## src/rtl/instruction_sequencer.sv

```systemverilog
// instruction_sequencer: issues a preloaded program to the Excutor one opcode at a time,
// handshaking on the executor's Done level and advancing a program counter per completion.
// Optional feature: define SEQ_TIMEOUT_EN to bound each handshake wait by TIMEOUT cycles.

module instruction_sequencer #(
    parameter int unsigned OP_W    = 20,
    parameter int unsigned A_W     = 6,
    parameter int unsigned TIMEOUT = 255
) (
    input  logic            Clock,
    input  logic            ResetN,
    input  logic            LoadEn,
    input  logic [A_W-1:0]  LoadAddr,
    input  logic [OP_W-1:0] LoadData,
    input  logic [A_W:0]    Count,
    input  logic            Start,
    input  logic            Done,
    output logic [OP_W-1:0] OpCode,
    output logic [A_W:0]    Pc,
    output logic            Busy,
    output logic            Finished,
    output logic            Error
);

    typedef enum logic [2:0] {
        StIdle,
        StIssue,
        StWaitLow,
        StWaitHigh,
        StFinish
    } state_e;

    state_e          state_q, state_d;
    logic [OP_W-1:0] opcode_q, opcode_d;
    logic [A_W:0]    pc_q, pc_d;
    logic [A_W:0]    count_q, count_d;
    logic            busy_q, busy_d;
    logic            finished_q, finished_d;
    logic            wl_seen_q, wl_seen_d;
    logic            complete;
    logic            accept;
    logic            in_wait;
    logic [A_W:0]    pc_inc;

    // Program store; deliberately has no reset so a program survives a run abort.
    logic [OP_W-1:0] store_q [2**A_W];

    assign accept  = (state_q == StIdle) || (state_q == StFinish);
    assign in_wait = (state_q == StWaitLow) || (state_q == StWaitHigh);
    assign pc_inc  = pc_q + {{A_W{1'b0}}, 1'b1};

`ifdef SEQ_TIMEOUT_EN
    localparam int unsigned TmoW = ($clog2(TIMEOUT + 1) > 8) ? $clog2(TIMEOUT + 1) : 8;

    logic [TmoW-1:0] tmo_cnt_q, tmo_cnt_d;
    logic            error_q, error_d;
    logic            tmo_hit;

    // This cycle is the TIMEOUT-th one spent in the current wait state.
    assign tmo_hit = in_wait && (tmo_cnt_q == TmoW'(TIMEOUT - 1));
`else
    logic unused_timeout;
    assign unused_timeout = ^TIMEOUT;
`endif

    // Store writes are only honoured while no run is in flight.
    always_ff @(posedge Clock) begin
        if (LoadEn && accept) begin
            store_q[LoadAddr] <= LoadData;
        end
    end

    // Next-state, program counter and registered-output computation.
    always_comb begin
        state_d    = state_q;
        pc_d       = pc_q;
        count_d    = count_q;
        opcode_d   = opcode_q;
        wl_seen_d  = 1'b0;
        complete   = 1'b0;
`ifdef SEQ_TIMEOUT_EN
        error_d    = error_q;
        tmo_cnt_d  = '0;
`endif

        unique case (state_q)
            StIdle, StFinish: begin
                if (Start) begin
                    count_d = Count;
                    pc_d    = '0;
                    state_d = (Count == '0) ? StFinish : StIssue;
`ifdef SEQ_TIMEOUT_EN
                    error_d = 1'b0;
`endif
                end
            end
            StIssue: begin
                opcode_d = store_q[pc_q[A_W-1:0]];
                state_d  = StWaitLow;
            end
            StWaitLow: begin
                if (!Done) begin
                    state_d = StWaitHigh;
                end else if (wl_seen_q) begin
                    // Done never dropped: the executor finished within one cycle.
                    complete = 1'b1;
                end else begin
                    wl_seen_d = 1'b1;
                end
            end
            StWaitHigh: begin
                if (Done) begin
                    complete = 1'b1;
                end
            end
            default: begin
                state_d = StIdle;
            end
        endcase

        if (complete) begin
            pc_d    = pc_inc;
            state_d = (pc_inc == count_q) ? StFinish : StIssue;
        end

`ifdef SEQ_TIMEOUT_EN
        if (tmo_hit && !complete) begin
            state_d = StFinish;
            error_d = 1'b1;
        end
        // Counter restarts whenever the state changes and only runs while waiting.
        if (in_wait && (state_d == state_q)) begin
            tmo_cnt_d = tmo_cnt_q + 1'b1;
        end
`endif

        if ((state_d == StIdle) || (state_d == StFinish)) begin
            opcode_d = '0;
        end

        busy_d     = (state_d == StIssue) || (state_d == StWaitLow) || (state_d == StWaitHigh);
        finished_d = (state_d == StFinish);
    end

    // State and output registers with asynchronous abort to reset values.
    always_ff @(posedge Clock or negedge ResetN) begin
        if (!ResetN) begin
            state_q    <= StIdle;
            opcode_q   <= '0;
            pc_q       <= '0;
            count_q    <= '0;
            busy_q     <= 1'b0;
            finished_q <= 1'b0;
            wl_seen_q  <= 1'b0;
        end else begin
            state_q    <= state_d;
            opcode_q   <= opcode_d;
            pc_q       <= pc_d;
            count_q    <= count_d;
            busy_q     <= busy_d;
            finished_q <= finished_d;
            wl_seen_q  <= wl_seen_d;
        end
    end

`ifdef SEQ_TIMEOUT_EN
    // Wait-cycle counter and sticky timeout flag.
    always_ff @(posedge Clock or negedge ResetN) begin
        if (!ResetN) begin
            tmo_cnt_q <= '0;
            error_q   <= 1'b0;
        end else begin
            tmo_cnt_q <= tmo_cnt_d;
            error_q   <= error_d;
        end
    end

    assign Error = error_q;
`else
    assign Error = 1'b0;
`endif

    assign OpCode   = opcode_q;
    assign Pc       = pc_q;
    assign Busy     = busy_q;
    assign Finished = finished_q;

endmodule

```

## config.mk

```make
export PLATFORM = sky130hd
export DESIGN_NAME = instruction_sequencer
export DESIGN_NICKNAME = d
export VERILOG_FILES = /design/src/rtl/instruction_sequencer.sv
export SDC_FILE = /design/constraint.sdc
export NUM_CORES = 1
export LEC_CHECK = 0
export ABC_CLOCK_PERIOD_IN_PS = 2900
export CAP_MARGIN = 20
export CORE_ASPECT_RATIO = 1.2
export CORE_MARGIN = 5
export CORE_UTILIZATION = 40
export DETAILED_ROUTE_END_ITERATION = 8
export REMOVE_ABC_BUFFERS = 1
export SKIP_CTS_REPAIR_TIMING = 1
export SLEW_MARGIN = 20
export SYNTH_ARGS = -nofsm -noshare
export SYNTH_HDL_FRONTEND = slang
export SYNTH_SLANG_ARGS = --single-unit
```

## constraint.sdc

```tcl
create_clock -name Clock -period 2.9 [get_ports Clock]
set_clock_uncertainty 0.05 [all_clocks]
set_input_delay 0.435 -clock Clock [delete_from_list [all_inputs] [get_ports Clock]]
set_output_delay 0.435 -clock Clock [all_outputs]
set_load 0.05 [all_outputs]
```

# Yosys cells after proc, flatten, opt, wreduce, memory -nomap -nowiden
# Memory sizes are Yosys's and may differ from the RTL's.
# Cells that the tools add are included.
[classes] addsub=1 n_eq_ne=9 muxes=20 reduce_logical=14
[op_table] operator="two-way mux 20 bit" n=2
[op_table] operator="two-way mux 7 bit" n=3
[op_table] operator="two-way mux 3 bit" n=5
[op_table] operator="== test 3 x 2 -> 1 bit (second input constant)" n=4
[op_table] operator="case mux 3 bit (4 select lines)" n=1
[op_table] operator="two-way mux 1 bit" n=8
[op_table] operator="adder 7 x 1 -> 7 bit (second input constant)" n=1
[op_table] operator="== test 7 bit" n=1
[op_table] operator="logical NOT 7 bit" n=1
[op_table] operator="== test 3 x 1 -> 1 bit (second input constant)" n=2
[op_table] operator="== test 3 bit (second input constant)" n=2
[op_table] operator="logical NOT 3 bit" n=2
[op_table] operator="nonzero test 2 bit" n=3
[op_table] operator="logical OR 1 bit" n=4
[op_table] operator="AND reduction 2 bit" n=2
[op_table] operator="case mux 1 bit (2 select lines)" n=1
[op_table] operator="OR reduction 2 bit" n=1
[op_table] operator="logical AND 1 bit" n=1
[word_totals] register_bits=40 ramBits=1280 output_inout_bits=30 wordCells=52 memories=1
[mem_list] memory="store_q" words=64 word_bits=20 read_ports=1 rd_ports_with_merged_regs=0 write_ports=1 line_no="46" rtl="logic [OP_W-1:0] store_q [2**A_W];"

# Depth between registers and ports, before layout
[depth] word_depth=8 mapped_depth=9 depth_no_buf=6

# Worst setup path after synthesis
# OpenSTA, ideal clock, no wires.
[synth_timing] path_type="flip-flop to flip-flop" start="reg pc_q[1] (netlist: Pc[1])" end="reg opcode_q[0] (netlist: OpCode[0])" arrival_time_ns=2.549 path_slack_ns=0.162 stages_incl_launch_ff=8 path_buffers=3 cell_sequence="dfrtp_1 buf_4 buf_2 buf_1 mux4_2 mux4_2 a22oi_1 o211ai_1"
[synth_via] elab_chain_cells=7 elab_cells_between_ends=11 cone_classes="1 x add/sub; 2 x eq/ne; 4 x mux; 3 x reduce/logical; 1 x memory"
[synth_lines] element="start, declared" line_no="35" rtl="logic [A_W:0] pc_q, pc_d;"
[synth_lines] element="start signal, assigned" line_no="158" rtl="pc_q <= pc_d;"
[synth_lines] element="adder 7 x 1 -> 7 bit" line_no="50" rtl="assign pc_inc = pc_q + {{A_W{1'b0}}, 1'b1};"
[synth_lines] element="== test 7 bit" line_no="123" rtl="state_d = (pc_inc == count_q) ? StFinish : StIssue;"
[synth_lines] element="two-way mux 3 bit" line_no="123"
[synth_lines] element="two-way mux 3 bit" line_no="121" rtl="if (complete) begin"
[synth_lines] element="== test 3 bit / logical NOT 3 bit (equally long branches)" line_no="137" rtl="if ((state_d == StIdle) || (state_d == StFinish)) begin"
[synth_lines] element="logical OR 1 bit" line_no="137"
[synth_lines] element="two-way mux 20 bit / nonzero test 2 bit (equally long branches)"
[synth_lines] element="end signal, assigned" line_no="157" rtl="opcode_q <= opcode_d;"
[synth_lines] element="end, declared" line_no="34" rtl="logic [OP_W-1:0] opcode_q, opcode_d;"
# Parallel ways exist; a longest one is shown, timed or not. The select of a mux whose other input is x is not followed.
# A chain may end at the register's enable or synchronous reset.

# Worst setup path after layout
[layout_timing] start="reg pc_q[5] (netlist: Pc[5])" end="out Pc[5]"
[layout_rtl] element="end, declared" line_no="19" rtl="output logic [A_W:0] Pc,"
# No word-level cell between the ends.

==> impl_metrics.ini <==
[route]
routed_via_density = 5.68
drc = 0
detail-route-antenna-nets = 0
totalWireLength_um = 127000
wire_per_inst_um = 30.0
drt_iter0_markers = 2614
drt_pass1_iterations = 6
via_count = 24100

[synth]
synth_top_area_cell = edfxtp_1
synth_compound_area_share_pct = 1.55
synth_xor_area_share_pct = 0.165
synth.area.mux_share_pct = 17.7
synthSimpleGateAreaFrac_pct = 1.57
synth_top_area_share_pct = 75.7
seq_area_frac_synth_pct = 77.7
syn_inst = 2185
ys_top_cells_by_count = edfxtp_1, mux4_2, mux2i_1
yosysMostFrequentCell = edfxtp_1
mappedNetlistArea_sq_um = 50800
synth_seq_cells = 1320
ys.flop_type = edfxtp_1
synth_cell_types = 50
async_reset_ff_share_pct = 3.03
yosys_warnings = 0
synth_area_per_cell_sq_um = 23.2
synth-adder-area-share_pct = 0.0246
synth_edf_count = 1280
synth_area_leaders = edfxtp_1, mux4_2, dfrtp_1, mux2i_1, a22oi_1
synth_top_family_by_area = multiplexers

[layout]
finalNetCount = 2497
multi_input_area_sq_um = 10800
final_area_sq_um = 59800
drive_above_1_share_pct = 33.9
fillers = 10200
area_delta_synth_final_pct = 17.9
area.sequential_sq_um = 39500

[sta]
max_freq_mhz = 352
grt_setup_unrepaired = false
layout_worst_path_cycle_share_pct = 98.1
whs_ns = 0.120
slew_viol_final = 0
period_needed_ns = 2.84
tightest_slew_ns = 1.06
relSlewSlack_pct = 29.6
hold_viol_final = 0
setup_viol_count_final = 0

[global_routing]
use_met3_pct = 4.07
antenna_found_initial = 8
grt_pass1_wl_um = 182000
busiest_layer = met2
first_global_vias = 25000
grt-ovfl-total = 0
use_met2_pct = 31.6
met1_usage_pct = 25.2
grt_usage_pct = 18.9
grt_max_degree = 65

[cts]
clock-sinks = 1320
cts_tree = built
clock-root-buffer = clkbuf_16
cts_buffers = 119
cts.reportedPaths.clkPinSlew_ns = 0.06
cts.htree.levels = 3
clk_path_buf_depth = 3
clk-insertion-delay-late_ns = 0.73

[power]
max-vdd-ir-drop_uv = 729
pwr-share-seq_pct = 43.3
powerDensity_nw_per_um2 = 834
p_leak_uw = 0.0183
p_clk_share_pct = 33.2
swShare_pct = 26.8
internal_power_uw = 36500
comb_power_share_pct = 23.5
switchingPower_uw = 13400

[placement]
placed_area_sq_um = 55600
port-buffer-count = 66
gp_congestion = 0.792
dpl.hpwl_um = 75400

[worst_setup_path]
worstPathArrival_ns = 2.36
cpPeakStageDelay_ns = 0.85
startpoint_type = register
path_cells = buf_4 > clkdlybuf4s50_1
cpMaxStageDelayCell = clkdlybuf4s50_1
crit_path_max_fanout = 11
crit_buf_inv = 2
rrSetupSlack_ns = 0.09
r2r_cells = 7
required_ns = 2.41
cp-end-kind = output port
path_class = register to output port
r2r-start = Pc[1]
r2r-end = OpCode[7]
cp_top_family = buffers and inverters

[die]
rows = 143
io-pin-count = 68
die-area_sq_um = 134000
initial_core_util_pct = 40.2
placeableCoreArea_sq_um = 126000
die_h_um = 400
dieWidth_um = 335

[worst_hold_path]
hold_end = store_q[1][9]
hold_class = input port to register
hold_start = LoadData[9]
holdPathStages = 1

[run_status]
status = completed

[job]
drv_cap = 0
routing by layer:
metal  vias to the layer above  wire [um]
met3                       188       9580
met4                        12       3400
met5                         -         80
li1                       9888          -
met1                     13000      50100
met2                       934      64000
stage by stage:
step / total power [uW] / setup TNS (ns) / util [%] / instances / setup WS, ns
after CTS: 50300 / -0.286 / 47.3 / 4229 / -0.139
after global routing: 51700 / 0 / 47.4 / 4230 / 0.000485
after global placement: 33700 / -0.139 / 44.0 / 4003 / -0.111
after floorplan: 27100 / -379.14 / - / 2066 / -12.38
after detailed placement: 33800 / -0.172 / 44.0 / 4003 / -0.129
final: 49900 / 0 / 47.4 / 4235 / 0.0562
registers in the layout (all words and copies together) (netlist names):
signal,cells
Busy,1
state_q,3
OpCode,20
count_q,7
wl_seen_q,1
Finished,1
store_q,1280
Pc,7
cell usage in the layout, fill, tap and decap left out, types with 3 or more instances in the layout:
master | netlist | layout
nand2_1 | 41 | 41
clkbuf_8 | 0 | 6
buf_12 | 1 | 93
xnor2_1 | 3 | 3
clkinvlp_4 | 0 | 6
dfrtp_4 | 0 | 4
inv_1 | 4 | 4
clkinv_4 | 0 | 7
a22oi_2 | 0 | 4
a22oi_1 | 57 | 53
clkbuf_16 | 0 | 121
xor2_1 | 4 | 4
a31oi_1 | 3 | 3
or3b_2 | 3 | 3
inv_6 | 0 | 4
nor2_2 | 0 | 64
o21ai_0 | 9 | 9
buf_2 | 44 | 20
clkbuf_1 | 37 | 15
nor3_1 | 4 | 3
buf_4 | 15 | 114
nor2_1 | 76 | 12
and3_1 | 4 | 4
nor2b_1 | 6 | 6
bufinv_16 | 0 | 20
diode_2 | 0 | 5
clkinv_2 | 0 | 30
clkinv_1 | 0 | 14
and2_1 | 3 | 3
mux4_2 | 357 | 357
edfxtp_1 | 1280 | 1280
or3_1 | 3 | 3
nand3_1 | 27 | 27
clkdlybuf4s50_1 | 0 | 41
nand3b_1 | 4 | 4
dfrtp_1 | 40 | 36
mux2i_1 | 78 | 78
o211ai_1 | 19 | 19
mux2_2 | 11 | 11
area by class of cell:
type                    instances  area share (%)
diodes                          5          0.0209
clock buffers                 142            5.29
clock inverters                84            1.65
inverters                       4          0.0251
multi-input cells             742            18.1
flip-flops and latches       1320            65.9
well taps                    1667            3.49
repair buffers                271            5.48
worst max path at each step:
| stage | from | endpoint | slack, ns | cells after the start |
|---|---|---|---|---|
| after global placement | Pc[0] | OpCode[15] | -0.11 | 6 |
| after floorplan | Pc[0] | OpCode[18] | -12.38 | 5 |
| final | Pc[5] | Pc[5] | 0.06 | 2 |
| after CTS | Pc[0] | OpCode[15] | -0.14 | 6 |
| after detailed placement | Pc[0] | OpCode[15] | -0.13 | 6 |
| after global routing | Pc[0] | OpCode[3] | 0.0005 | 7 |
power groups by stage:
stage | sequential, uW | clock (uW) | combinational (uW)
final | 21600 | 16600 | 11700
after global routing | 21600 | 17700 | 12500
after CTS | 21600 | 16900 | 11900
after detailed placement | 22000 | 0 | 11800
after global placement | 22000 | 0 | 11700
after floorplan | 22800 | 0 | 4330
worst register-to-register path: stages (launching register included):
cell and delay, ns:
dfrtp_4 0.55, buf_12 0.26, buf_4 0.30, buf_4 0.19, mux4_2 0.28, mux4_2 0.54
a22oi_1 0.35, o211ai_1 0.15
kinds of logic (layout without fill, tap and decap cells):
logic type	Yosys count	after routing
flip-flops	1320	1320
buffers and inverters	123	501
AO/OA/AOI/OAI	107	107
XOR/XNOR	8	8
other	1	6
multiplexers	447	447
AND/OR/NAND/NOR	178	178
adder cells (fa/ha/maj)	1	1
No activity file was read; power rests on OpenSTA's default activity.
